[src/rtl/sdram_burst_arbiter.sv]
// sdram_burst_arbiter: N-channel fixed-length burst scheduler in front of the SDRAM controller.
// Optional SDRAM_ARB_READ_PRIORITY_EN: read channels beat write channels, each group with its own round robin.
module sdram_burst_arbiter #(
    parameter int NUM_CH = 4,
    parameter logic [NUM_CH-1:0] CH_IS_READ = 4'b0001,
    parameter int BURST_LEN = 8,
    parameter int ADDR_WIDTH = 22,
    parameter int DATA_WIDTH = 16,
    parameter int LEVEL_WIDTH = 5
) (
    input  logic                                  clk,
    input  logic                                  reset_n,
    input  logic [NUM_CH-1:0]                     ch_enable,
    input  logic [NUM_CH-1:0]                     ch_restart,
    input  logic [NUM_CH-1:0][ADDR_WIDTH-1:0]     ch_region_base,
    input  logic [NUM_CH-1:0][ADDR_WIDTH-1:0]     ch_region_end,
    input  logic [NUM_CH-1:0][LEVEL_WIDTH-1:0]    ch_level,
    input  logic [NUM_CH-1:0][DATA_WIDTH-1:0]     ch_wr_data,
    output logic [NUM_CH-1:0]                     ch_wr_ack,
    output logic [DATA_WIDTH-1:0]                 ch_rd_data,
    output logic [NUM_CH-1:0]                     ch_rd_valid,
    output logic [NUM_CH-1:0]                     ch_wrap,
    output logic [1:0]                            command,
    output logic [ADDR_WIDTH-1:0]                 data_address,
    output logic [DATA_WIDTH-1:0]                 data_write,
    input  logic [DATA_WIDTH-1:0]                 data_read,
    input  logic                                  data_read_valid,
    input  logic                                  data_write_done
);
    localparam int IW = NUM_CH > 1 ? $clog2(NUM_CH) : 1;
    localparam int BW = BURST_LEN > 1 ? $clog2(BURST_LEN) : 1;
    localparam logic [0:0] IDLE = 1'b0;
    localparam logic [0:0] BURST = 1'b1;
    localparam logic [IW-1:0] LAST_CH = IW'(NUM_CH - 1);
    localparam logic [BW-1:0] LAST_BEAT = BW'(BURST_LEN - 1);
    localparam logic [ADDR_WIDTH-1:0] STEP = ADDR_WIDTH'(BURST_LEN);

    logic [0:0] state;
    logic [IW-1:0] g;
    logic [IW-1:0] g_next;
    logic [IW-1:0] pick;
    logic [BW-1:0] beat_cnt;
    logic [NUM_CH-1:0][ADDR_WIDTH-1:0] offset;
    logic [NUM_CH-1:0] pending;
    logic [NUM_CH-1:0] eligible;
    logic [NUM_CH-1:0] sel;
    logic [ADDR_WIDTH-1:0] next_off;
    logic busy, rd, beat, done, hit, found;

    // First set bit of m at or after position p, wrapping; MSB of the result flags a hit.
    function automatic logic [IW:0] scan(input logic [NUM_CH-1:0] m, input logic [IW-1:0] p);
        logic [IW:0] r;
        int j;
        r = '0;
        for (int k = NUM_CH - 1; k >= 0; k--) begin
            j = (int'(p) + k) % NUM_CH;
            if (m[j]) r = {1'b1, IW'(j)};
        end
        return r;
    endfunction

    always_comb
        for (int i = 0; i < NUM_CH; i++)
            eligible[i] = ch_enable[i] && (32'(ch_level[i]) >= BURST_LEN);

`ifdef SDRAM_ARB_READ_PRIORITY_EN
    logic [IW-1:0] rr_rd, rr_wr;
    assign {found, pick} = |(eligible & CH_IS_READ) ? scan(eligible & CH_IS_READ, rr_rd)
                                                    : scan(eligible & ~CH_IS_READ, rr_wr);
`else
    logic [IW-1:0] rr;
    assign {found, pick} = scan(eligible, rr);
`endif

    assign busy = state == BURST;
    assign rd = CH_IS_READ[g];
    assign beat = busy && (rd ? data_read_valid : data_write_done);
    assign done = beat && beat_cnt == LAST_BEAT;
    assign next_off = offset[g] + STEP;
    assign hit = ch_region_base[g] + next_off >= ch_region_end[g];
    assign g_next = g == LAST_CH ? '0 : g + 1'b1;
    assign sel = NUM_CH'(1) << g;
    assign command = busy ? (rd ? 2'd2 : 2'd1) : 2'd0;
    assign data_address = ch_region_base[g] + offset[g];
    assign data_write = ch_wr_data[g];
    assign ch_rd_data = data_read;
    assign ch_wr_ack = busy && !rd && data_write_done ? sel : '0;
    assign ch_rd_valid = busy && rd && data_read_valid ? sel : '0;

    always_ff @(posedge clk or negedge reset_n)
        if (!reset_n) begin
            state <= IDLE;
            g <= '0;
            beat_cnt <= '0;
            offset <= '0;
            pending <= '0;
            ch_wrap <= '0;
`ifdef SDRAM_ARB_READ_PRIORITY_EN
            rr_rd <= '0;
            rr_wr <= '0;
`else
            rr <= '0;
`endif
        end else begin
            ch_wrap <= '0;
            if (!busy) begin
                beat_cnt <= '0;
                if (found) begin
                    state <= BURST;
                    g <= pick;
                end
            end else if (beat) begin
                beat_cnt <= beat_cnt + 1'b1;
                if (done) begin
                    state <= IDLE;
`ifdef SDRAM_ARB_READ_PRIORITY_EN
                    if (rd) rr_rd <= g_next;
                    else rr_wr <= g_next;
`else
                    rr <= g_next;
`endif
                end
            end
            // A restart during the granted channel's burst is deferred so the address stays stable.
            for (int i = 0; i < NUM_CH; i++) begin
                if (busy && g == IW'(i)) begin
                    if (done) begin
                        pending[i] <= 1'b0;
                        if (pending[i] || ch_restart[i]) offset[i] <= '0;
                        else if (hit) begin
                            offset[i] <= '0;
                            ch_wrap[i] <= 1'b1;
                        end else offset[i] <= next_off;
                    end else if (ch_restart[i]) pending[i] <= 1'b1;
                end else if (ch_restart[i]) offset[i] <= '0;
            end
        end
endmodule

[config.mk]
export PLATFORM = sky130hd
export DESIGN_NAME = sdram_burst_arbiter
export DESIGN_NICKNAME = d
export VERILOG_FILES = /design/src/rtl/sdram_burst_arbiter.sv
export SDC_FILE = /design/constraint.sdc
export NUM_CORES = 1
export LEC_CHECK = 0
export BUFFER_PORTS_ARGS = -buffer_cell sky130_fd_sc_hd__buf_2
export CAP_MARGIN = 20
export CORE_ASPECT_RATIO = 1.5
export CORE_MARGIN = 5
export CORE_UTILIZATION = 45
export DETAILED_ROUTE_END_ITERATION = 10
export GPL_TIMING_DRIVEN = 0
export PLACE_DENSITY = 0.8
export SETUP_SLACK_MARGIN = 0.15
export SYNTH_ARGS = -nofsm -noshare
export SYNTH_HDL_FRONTEND = slang
export SYNTH_SLANG_ARGS = --single-unit
[constraint.sdc]
create_clock -name clk -period 5.2 [get_ports clk]
set_input_delay 0.52 -clock clk [delete_from_list [all_inputs] [get_ports clk]]
set_output_delay 0.52 -clock clk [all_outputs]
set_load 0.02 [all_outputs]
# After elaboration in Yosys (flattened, before gate mapping)

Index checks and enable logic that the tools add are counted.

Register bits: 104
Input port bits: 288
Output and inout port bits: 68

Add/sub/neg operators: 8
Order comparisons: 10
Eq/ne operators: 9
Shift operators: 1
Muxes and demuxes: 75
Bitwise gates (word level): 4
Reductions and logical operators: 41

Operators by type and width:

| kind                                                | number |
|---|---|
| two-way mux 22 bit                                  | 20 |
| binary-select mux 22 bit (select 2 bit)             | 3 |
| adder 22 bit                                        | 2 |
| two-way mux 1 bit                                   | 34 |
| binary-select mux 16 bit (select 2 bit)             | 1 |
| adder 22 x 4 -> 22 bit, second input constant       | 1 |
| >= comparator 22 bit                                | 1 |
| >= comparator 5 x 4 -> 1 bit, second input constant | 4 |
| two-way mux 3 bit                                   | 6 |
| AND reduction 2 bit                                 | 9 |
| two-way mux 16 bit                                  | 1 |
| nonzero test 2 bit                                  | 8 |
| logical AND 1 bit                                   | 14 |
| < comparator 3 x 4 -> 1 bit, second input constant  | 3 |
| binary-select mux 1 bit (select 2 bit)              | 5 |
| two-way mux 4 bit                                   | 2 |
| inequality test 2 bit, second input constant        | 4 |
| < comparator 2 x 3 -> 1 bit, second input constant  | 2 |
| two-way mux 2 bit                                   | 3 |
| OR reduction 2 bit                                  | 3 |
| adder 2 x 1 -> 2 bit, second input constant         | 2 |
| adder 2 bit, second input constant                  | 2 |
| == test 2 bit, second input constant                | 2 |
| logical OR 1 bit                                    | 4 |
| other kinds (10)                                    | 12 |

# Logic depth before layout (Yosys ltp)

Word-level depth: 12
Gate-level depth with buffers: 23

# Worst setup path after synthesis

No wires, ideal clock.

Path kind: reg-to-reg
Start point: reg g[0]
End point: reg offset[12] (netlist name)
Setup time: 0.083 ns
Data arrival time: 5.276 ns
Path slack: -0.158 ns
Stages on the path, launching flop included: 23
Clock period less this slack: 5.358 ns
Cell sequence: dfrtp_1 buf_6 buf_6 buf_2 buf_2 mux4_2 ha_1 fa_1 a21o_1 a211o_1 a21oi_1 o21a_1 o21ai_0 a31oi_1 o311ai_0 ha_1 a21o_1 a21o_1 a221oi_1 o21a_1 nand2_1 clkbuf_1 o21ai_0

Longest elaborated chain between the ends: 9
Elaborated cells between the ends (all ways): 23

RTL lines:

| element                                  | line | text |
|---|---|---|
| start, declared                          | 39   | `logic [IW-1:0] g;` |
| start signal, assigned                   | 110  | `g <= pick;` |
| binary-select mux 22 bit (select 2 bit)  | 79   | `assign next_off = offset[g] + STEP;` |
| two-way mux 22 bit (not written as such) | 79   |  |
| adder 22 x 4 -> 22 bit                   | 79   |  |
| adder 22 bit                             | 80   | `assign hit = ch_region_base[g] + next_off >= ch_region_end[g];` |
| >= comparator 22 bit                     | 80   |  |
| two-way mux 22 bit                       | 130  | `else if (hit) begin` |
| two-way mux 22 bit                       | 129  | `if (pending[i] \|\| ch_restart[i]) offset[i] <= '0;` |
| two-way mux 22 bit                       | 127  | `if (done) begin` |
| two-way mux 22 bit                       | 126  | `if (busy && g == IW'(i)) begin` |
| end signal, assigned by index            | 133  | `end else offset[i] <= next_off;` |
| end, declared                            | 43   | `logic [NUM_CH-1:0][ADDR_WIDTH-1:0] offset;` |

Parallel ways exist; a longest one is shown, timed or not. The select of a mux whose other input is x is not followed.
A chain may end at the register's enable or synchronous reset.

# Final worst setup path

Start point: reg g[0]
End point: reg offset[75] (netlist name)

The elaborated chain is that of the path after synthesis.

==> results_dict.tcl <==
set metrics [dict create \
    syn_inst 916 \
    async_flop_share_pct 100 \
    cap_violations 0 \
    area_growth_pct 43.0 \
    r2r-end "offset[75]" \
    cts_tree "done" \
    cts-root-buf "clkbuf_16" \
    die_y_um 183 \
    fmax_mhz 193 \
    rsz0062_at_grt "yes" \
    irDropWorstVdd_mv 0.249 \
    rrSetupSlack_ns 0.02 \
    fin_crit_sh_pct 99.5 \
    ios 356 \
    critPathKind "reg -> reg" \
    hold_path_class "in -> async" \
    crit_buf_inv 5 \
    drc_errors 0 \
    worstPathCellList "buf_12 -> buf_12 -> buf_12 -> buf_4 -> mux4_2 -> ha_1 -> a21o_1 -> a211oi_4 -> nor3_4 -> o31ai_4 -> nand2b_1 -> a21oi_2 -> xnor2_1 -> ha_1 -> a21oi_1 -> o21ai_1 -> a221oi_2 -> o21a_4 -> nand2_8 -> clkbuf_16 -> o21ai_2" \
    critical_path.top_delay_family "compound AO/OA/AOI/OAI gates" \
    worstRegToRegCells 21 \
    via_count 9454 \
    syn_nets 1273 \
    clk_pin_slew_ns 0.07 \
    ys_warn_count 0 \
    firstDrtPassIters 8 \
    synth_enable_flop_cells 0 \
    status "finished, final reports clean" \
    final_cells 1590 \
    grt_pass1_vias 9715 \
    cts_buffers 9 \
    fin_nets 1681 \
    wl_um 35600 \
    portBuffers 326 \
    start_util_pct 45.5 \
    final_design_area_no_fill_um2 12800 \
    core_area_um2 19700 \
    setup_viol 0 \
    path_max_fanout 8 \
    cts_hold_buffers 0 \
    place.gp.congestion 0.992 \
    dieArea_um2 22900 \
    relSlewSlack_pct 43.7 \
    syn_avg_cell_area_um2 9.80 \
    synthesis.area_um2 8970 \
    synth.distinct_cells 61 \
    synth_ff_type "dfrtp_1" \
    power_density_nw_per_um2 410 \
    rr_startpoint "g[0]" \
    tightest_slew_ns 0.844 \
    regArea_um2 2610 \
    period_minus_slack_ns 5.18 \
    drt_iter0_markers 861 \
    finalHoldWorstSlack_ns 0.207 \
    grt_start_max_net_pins 57 \
    grt_usage_pct 28.2 \
    nFillCells 1487 \
    required_ns 5.47 \
    finalClockSkew_ns 0.00994 \
    final-hold-violation-count 0 \
    clk_path_buf_depth 2 \
    multiInputGateArea_um2 6580 \
    drive_gt1_share_pct 50.4 \
    crit_top_cell "buf_12" \
    ys_seq_area_share_pct 29.0 \
    antenna_found_initial 2 \
    row_count 63 \
    clk_latency_ns 0.35 \
    startpoint_type "register" \
    place_inst 1503 \
    viasPerCell 5.95 \
    wl_per_cell_um 22.4 \
    cts_max_level 3 \
    clock_sinks 104 \
    dp_hpwl_um 25600 \
    grt_pass1_wl_um 51300 \
    maxSlewViolCount 0 \
    arrival_ns 5.45 \
    p_leak_nw 6.17 \
    ys_seq_elements 104 \
    utilization_pct 65.1 \
    cp_slowest_cell "mux4_2" \
    max_stage_delay_ns 0.53 \
    drtAntennaViolNets 0 \
    die_w_um 125 \
    placed_area_um2 11000 \
    endpoint_kind "register" \
    grt_overflow 0 \
]
-- where the power goes --
group,switching (mW),internal (mW),total (mW)
Sequential,0.0406,0.855,0.896
Clock,0.301,0.423,0.725
Combinational,2.06,1.58,3.64
Total,2.40,2.86,5.26
-- registers in the layout (all words and copies together), names as in the netlist --
name and cells:
offset 88, ch_wrap 4, pending 4, beat_cnt 3
g 2, rr 2, busy 1
-- area by class of cell --
type	instances	area share (%)
plain buffers	55	4.21
inverters	59	1.73
clock inverters	7	0.741
repair buffers	397	17.4
clock buffers	9	1.76
multi-input cells	698	51.3
diodes	1	0.0195
well taps	260	2.54
flip-flops and latches	104	20.3
-- cell usage after synthesis, drive strengths merged (5+ instances only) --
master  instances  area [µm²]
a211oi          8        60.1
a21o           21         158
a21oi          42         210
a31oi           8        50.1
and2            8        50.1
and3           16         115
buf            29         199
clkbuf         26        97.6
dfrtp         104        2600
ha             68         851
inv            59         221
mux4           82        1850
nand2         129         484
nand2b          6        37.5
nand3          17        85.1
nand4           5        31.3
nor2           31         119
nor2b          12        75.1
nor3           12        60.1
o211ai          5        37.5
o21a            8        60.1
o21ai         121         606
xnor2          32         318
xor2           21         199
-- metrics by stage --
stage / power [mW] / worst slack, ns / setup TNS [ns]
2_1_floorplan: 3.09 / 0.159 / 0
3_3_place_gp: 3.96 / -1.42 / -119.64
3_5_place_dp: 4.01 / -1.59 / -134.18
4_1_cts: 5.11 / 0.141 / 0
5_1_grt: 5.57 / -0.154 / -5.72
6_report: 5.26 / 0.0249 / 0
-- layout by cell type, fill, tap and decap left out, types with 15 or more instances in the layout --
cell	n
buf_4	80
nor2_1	27
mux4_2	82
buf_2	329
o21ai_2	59
nand2_1	122
a21oi_1	40
o21ai_1	28
nand3_1	15
dfrtp_1	102
a21o_1	21
xnor2_1	25
ha_1	55
o21ai_0	33
inv_1	56
-- timing repair --
item                                    4_1_cts  5_1_grt
gates resized for setup                     142      137
cloned                                        3        1
setup buffers                                42       24
pin swaps                                    24       43
endpoints found under the setup margin      105       93
-- per-layer routing --
metal	wire, µm	up-vias	track usage, %
li1	-	4179	-
met1	12500	4592	33.1
met2	18100	552	49.2
met3	3110	129	6.73
met4	1860	2	12.7
met5	11	-	0
-- cell families after synthesis --
group	share of synthesized area [%]
DFF	29.0
other	0.0418
xor gates and xnor gates	5.76
adders and majority gates	9.70
muxes	21.0
buffers and inverters	5.77
and+or+nand+nor	12.8
AOI/OAI and AO/OA	15.9
-- worst max-delay path by stage --
| stage | to | depth (start not counted) | start | slack (ns) |
|---|---|---|---|---|
| 6_report | offset[75] | 21 | g[0] | 0.02 |
| 5_1_grt | offset[48] | 20 | g[0] | -0.15 |
| 4_1_cts | offset[66] | 23 | g[0] | 0.14 |
| 3_5_place_dp | offset[11] | 21 | g[1] | -1.59 |
| 3_3_place_gp | offset[68] | 21 | g[1] | -1.42 |
| 2_1_floorplan | offset[56] | 22 | g[0] | 0.16 |
Note: power is estimated with default switching activity, not from simulation.
